**src/rtl/fw_pkg.sv**
```systemverilog
// Shared constants for the Floyd-Warshall tile datapath: tile geometry, stream word
// layout and the phase encodings carried alongside each tile.
package fw_pkg;

  localparam int unsigned N     = 8;
  localparam int unsigned W     = 16;
  localparam int unsigned LANES = 4;
  localparam int unsigned WPT   = N * N / LANES;
  localparam int unsigned AW    = 4;
  localparam int unsigned DW    = LANES * W;

  localparam logic [1:0] PH_SELF  = 2'b00;
  localparam logic [1:0] PH_ROW   = 2'b01;
  localparam logic [1:0] PH_COL   = 2'b10;
  localparam logic [1:0] PH_OTHER = 2'b11;

  // True on the final word address of a tile.
  function automatic logic is_last_word(input logic [AW-1:0] cnt);
    return cnt == AW'(WPT - 1);
  endfunction

endpackage

```
**src/rtl/fw_tile_bank.sv**
```systemverilog
// One tile of storage: 16 x 64-bit words, synchronous write, registered read.
// The read register holds its value when no read is requested.
module fw_tile_bank
  import fw_pkg::*;
(
  input  logic          clk_i,
  input  logic          rst_i,
  input  logic          we_i,
  input  logic [AW-1:0] waddr_i,
  input  logic [DW-1:0] wdata_i,
  input  logic          re_i,
  input  logic [AW-1:0] raddr_i,
  output logic [DW-1:0] rdata_o
);

  logic [DW-1:0] mem_q [WPT];
  logic [DW-1:0] rdata_q;

  always_ff @(posedge clk_i) begin
    if (we_i) begin
      mem_q[waddr_i] <= wdata_i;
    end
  end

  always_ff @(posedge clk_i) begin
    if (rst_i) begin
      rdata_q <= '0;
    end else if (re_i) begin
      rdata_q <= mem_q[raddr_i];
    end
  end

  assign rdata_o = rdata_q;

endmodule

```
**src/rtl/fw_collect.sv**
```systemverilog
// Collects the fw output stream into two ping-pong tile banks, applies backpressure when
// both are full and serves the oldest complete tile through a registered read port.
module fw_collect
  import fw_pkg::*;
(
  input  logic          clk,
  input  logic          reset,
  input  logic [DW-1:0] inD,
  input  logic          in_valid,
  input  logic [1:0]    phase,
  output logic          inhibit,
  input  logic          rd_req,
  input  logic [AW-1:0] rd_addr,
  output logic [DW-1:0] rd_data,
  output logic          rd_valid,
  input  logic          rd_done,
  output logic          tile_ready,
  output logic [1:0]    tile_phase,
  output logic [15:0]   tile_cnt,
  output logic          overflow
);

  logic [1:0]      bank_full_q, bank_full_d;
  logic            wr_bank_q, wr_bank_d;
  logic            rd_bank_q, rd_bank_d;
  logic [AW-1:0]   wr_cnt_q, wr_cnt_d;
  logic [1:0][1:0] phase_tag_q, phase_tag_d;
  logic            overflow_q, overflow_d;
  logic [15:0]     tile_cnt_q, tile_cnt_d;
  logic            rd_valid_q, rd_valid_d;
  logic            rd_sel_q, rd_sel_d;

  logic            accept, wr_last, rd_fire, rel_fire;
  logic [1:0]      bank_we, bank_re;
  logic [DW-1:0]   bank_rdata [2];

  always_comb begin
    inhibit    = bank_full_q[wr_bank_q];
    tile_ready = bank_full_q[rd_bank_q];
    tile_phase = phase_tag_q[rd_bank_q];

    accept   = in_valid & ~inhibit;
    wr_last  = accept & is_last_word(wr_cnt_q);
    rd_fire  = rd_req & tile_ready;
    rel_fire = rd_done & tile_ready;

    bank_we = 2'b00;
    bank_re = 2'b00;
    bank_we[wr_bank_q] = accept;
    bank_re[rd_bank_q] = rd_fire;
  end

  always_comb begin
    bank_full_d = bank_full_q;
    wr_bank_d   = wr_bank_q;
    rd_bank_d   = rd_bank_q;
    wr_cnt_d    = wr_cnt_q;
    phase_tag_d = phase_tag_q;
    overflow_d  = overflow_q;
    tile_cnt_d  = tile_cnt_q;
    rd_valid_d  = rd_fire;
    rd_sel_d    = rd_sel_q;

    if (rd_fire) begin
      rd_sel_d = rd_bank_q;
    end

    if (in_valid && inhibit) begin
      overflow_d = 1'b1;
    end

    if (accept) begin
      wr_cnt_d = wr_cnt_q + AW'(1);
      if (wr_cnt_q == '0) begin
        phase_tag_d[wr_bank_q] = phase;
      end
    end

    // Release and completion always touch different banks: the write bank is empty,
    // the read bank is full.
    if (rel_fire) begin
      bank_full_d[rd_bank_q] = 1'b0;
      rd_bank_d              = ~rd_bank_q;
    end

    if (wr_last) begin
      bank_full_d[wr_bank_q] = 1'b1;
      wr_bank_d              = ~wr_bank_q;
      wr_cnt_d               = '0;
      tile_cnt_d             = tile_cnt_q + 16'd1;
    end
  end

  always_ff @(posedge clk) begin
    if (reset) begin
      bank_full_q <= '0;
      wr_bank_q   <= 1'b0;
      rd_bank_q   <= 1'b0;
      wr_cnt_q    <= '0;
      phase_tag_q <= '0;
      overflow_q  <= 1'b0;
      tile_cnt_q  <= '0;
      rd_valid_q  <= 1'b0;
      rd_sel_q    <= 1'b0;
    end else begin
      bank_full_q <= bank_full_d;
      wr_bank_q   <= wr_bank_d;
      rd_bank_q   <= rd_bank_d;
      wr_cnt_q    <= wr_cnt_d;
      phase_tag_q <= phase_tag_d;
      overflow_q  <= overflow_d;
      tile_cnt_q  <= tile_cnt_d;
      rd_valid_q  <= rd_valid_d;
      rd_sel_q    <= rd_sel_d;
    end
  end

  for (genvar b = 0; b < 2; b++) begin : g_bank
    fw_tile_bank u_bank (
      .clk_i   (clk),
      .rst_i   (reset),
      .we_i    (bank_we[b]),
      .waddr_i (wr_cnt_q),
      .wdata_i (inD),
      .re_i    (bank_re[b]),
      .raddr_i (rd_addr),
      .rdata_o (bank_rdata[b])
    );
  end

  // Each bank's read register holds, so steering by the last-read bank keeps rd_data stable.
  assign rd_data  = bank_rdata[rd_sel_q];
  assign rd_valid = rd_valid_q;
  assign tile_cnt = tile_cnt_q;
  assign overflow = overflow_q;

endmodule

```
**config.mk**
```make
export PLATFORM = sky130hd
export DESIGN_NAME = fw_collect
export DESIGN_NICKNAME = d
export VERILOG_FILES = /design/src/rtl/fw_pkg.sv /design/src/rtl/fw_tile_bank.sv /design/src/rtl/fw_collect.sv
export SDC_FILE = /design/constraint.sdc
export NUM_CORES = 2
export LEC_CHECK = 0
export CAP_MARGIN = 20
export CORE_ASPECT_RATIO = 1.75
export CORE_MARGIN = 5
export CORE_UTILIZATION = 51
export CTS_BUF_LIST = sky130_fd_sc_hd__clkbuf_8
export DETAILED_ROUTE_END_ITERATION = 12
export PLACE_DENSITY = 0.7
export SLEW_MARGIN = 10
export SYNTH_ARGS = -nofsm -noshare
export SYNTH_HDL_FRONTEND = slang
export SYNTH_HIERARCHICAL = 1
export SYNTH_SLANG_ARGS = --single-unit
```
**constraint.sdc**
```tcl
create_clock -name clk -period 7.8 [get_ports clk]
set_input_delay 1.56 -clock clk [delete_from_list [all_inputs] [get_ports clk]]
set_output_delay 1.56 -clock clk [all_outputs]
set_load 0.02 [all_outputs]
```
==> metrics.cfg <==
[hold_path]
hp-start=g_bank[0].u_bank/rdata_o[2]
hp-class=flip-flop to flip-flop
hold_depth=2

[sta]
post-route-period-util_pct=65.82
slew_headroom_pct=13.32
drv_slew=0
timing.fmax_mhz=194.8
worst_pin_slew_ns=1.300
skew_ns=0.09318
rsz0062_at_grt=no
post-route-min-period_ns=5.134
hold_violations=0
fin_tns_setup_ns=0
setup_violations=0

[cts]
clock_latency_ns=0.92
hold_buffers=0
cts_max_level=5
tritoncts=done
ctsRootBufferMaster=clkbuf_8
cts_sinks=2207
cts_buffers=303
postCtsSetupBuffers=0
clk_pin_slew_ns=0.07
post_cts_resized=0
cts_buffer_depth=4

[place]
gp_congestion=0.7640
dp_cells=7222
dpl.hpwl_um=107100
port_buffers=160

[status]
status=finished, final reports clean

[worst_setup_path]
worstPathArrival_ns=3.57
critical-path-slowest-cell=dfxtp_4
reg2reg_from=wr_bank_q
startpoint_type=flip-flop
critPathKind=flip-flop to output port
cpPeakStageDelay_ns=0.88
required_ns=6.24
startpoint=rd_sel_q
end_kind=output port
path_cells=buf_4, mux2_2, clkdlybuf4s50_1
crit_fanout=38
reg2reg_depth=6

[power_and_ir_drop]
p_per_area_mw_per_mm2=235.2
leakage_uw=0.03367
peakVddDrop_mv=0.1476

[yosys]
synth_mux_area_share_pct=12.98
yosysWarnings=6
synth_ff_type=edfxtp_1
ys_seq_area_share_pct=75.75
synth_area_mm2=0.08539
synth_commonest_cells=edfxtp_1 (2,048), mux2i_1 (1,029), nand2_1 (396), nand3_1 (396), a21oi_1 (269)
synth_top_family_by_area=multiplexers
synthArstFlopShare_pct=0
synth.distinct_cells=42
netlist.area_leader.share_pct=72.02
synth_area_leaders=edfxtp_1 (72%), mux2i_1 (12%), dfxtp_1 (3.7%)
synth_edf_count=2048
yosysMostFrequentCell=edfxtp_1
syn-num-nets=5125
ys_ff_latch=2207
synth_xor_area_share_pct=0.09231
synth_simple_gate_area_share_pct=4.761
syn_area_per_cell_um2=16.92
synthCells=5047
yosys.area.top_type=edfxtp_1
synthAdderAreaFrac_pct=0.04396
synth_compound_area_share_pct=3.914

[floorplanning]
die_area_mm2=0.1760
core_area_mm2=0.1665
rows=198
start_util_pct=51.29
ios=161
die_w_um=319.3
die_h_um=551.3

[detailed_routing]
wl_met1_um=79920
wire_per_inst_um=26.33
route.met3.wl_um=13410
routed_wl_um=205700
drt_iter0_markers=4269
wl_met2_um=106600
top_layer_used=met5
avgViaCountPerCell=5.866
ant_nets=0
vias=45820
dr.pass1.iters=5
drc=0

[cells_and_area]
fin_nets=5439
final_cells=7811
final_util_pct=57.32
layout-drive-gt1-share_pct=11.81
syn2layout_area_growth_pct=11.74

[grt]
grt-ovfl-total=0
antenna_found_initial=13
grt_max_degree=142
grt_usage_pct=22.74
grt_pass1_vias=46660
grt_first_pass_wirelength_um=300200

[job]
maxCapViolCount=0

## cell usage in the layout (no fill, tap or decap), types with 20 or more instances in the layout
| cell | n |
|---|---|
| nor2_4 | 28 |
| clkdlybuf4s50_1 | 155 |
| a22oi_1 | 257 |
| nand3_1 | 396 |
| dfxtp_1 | 158 |
| edfxtp_1 | 2048 |
| clkinv_1 | 40 |
| mux2i_1 | 1029 |
| a21oi_1 | 269 |
| buf_8 | 36 |
| clkbuf_8 | 344 |
| inv_1 | 106 |
| buf_4 | 71 |
| nor2_1 | 21 |
| nand2_1 | 396 |
| mux2_2 | 68 |
| buf_12 | 20 |
| clkinv_2 | 38 |
## cell type report
cell class                      instances  area, µm²
Multi-Input combinational cell       2550      18900
Clock inverter                        204       1131
Antenna cell                            7      17.52
Fill cell                           12520      71060
Tap cell                             2200       2753
Inverter                                8      30.03
Clock buffer                          344       4735
Sequential cell                      2207      64690
Timing Repair Buffer                  291       3167
## power by group
| part | total [µW] | switching, µW | internal (µW) | leakage [µW] |
|---|---|---|---|---|
| registers | 13000 | 16.3 | 13000 | 0.0197 |
| logic | 912 | 612 | 301 | 0.0105 |
| clock network | 8540 | 4200 | 4340 | 0.00340 |
| total | 22400 | 4830 | 17600 | 0.0337 |
## registers in the layout, summed over array words and instances, names as in the netlist
register and count:
bank_full_q 2, g_bank.u_bank/mem_q 2048, g_bank.u_bank/rdata_o 128, overflow 1
phase_tag_q 4, rd_bank_q 1, rd_sel_q 1, rd_valid 1
tile_cnt 16, wr_bank_q 1, wr_cnt_q 4
## stage by stage
step                      instance area [µm²]  worst slack, ns  hold slack, ns  power [µW]
after floorplan                         85390           0.2895          0.4200       13780
final                                   95420            2.666          0.4480       22450
after global routing                    95420            2.591          0.4696       23180
after global placement                  88920            2.765          0.4292       14100
after CTS                               94870            2.573          0.4524       22580
after detailed placement                89010            2.660          0.4359       14130
## worst max-delay path: cells and delay by family, from the launching register on
family / cells / cell delay [ns]
buf+inv: 2 / 1.25
flops: 1 / 0.88
mux: 1 / 0.45
## cell families (layout without fill, tap and decap cells)
| family | Yosys count | count (layout) |
|---|---|---|
| flip-flops | 2207 | 2207 |
| AO/OA/AOI/OAI | 537 | 537 |
| multiplexers | 1098 | 1098 |
| XOR/XNOR | 9 | 9 |
| AND/OR/NAND/NOR | 903 | 903 |
| buffers and inverters | 290 | 847 |
| other | 0 | 7 |
| adder cells (fa/ha/maj) | 3 | 3 |
## worst paths after layout
kind,to,slack (ns)
hold / removal,g_bank[0].u_bank/rdata_o[2],0.45
hold reg to reg,g_bank[0].u_bank/rdata_o[2],0.45
setup / recovery,rd_data[16],2.67
setup reg to reg,g_bank[1].u_bank/mem_q[0][40],4.47
## metal layers
| layer | track usage, % | up-vias |
|---|---|---|
| met5 | 0 | - |
| met4 | 7.133 | 2 |
| met3 | 3.595 | 402 |
| met2 | 40.44 | 1749 |
| met1 | 28.91 | 23390 |
| li1 | - | 20280 |
Power figures use the tool's default switching activity.
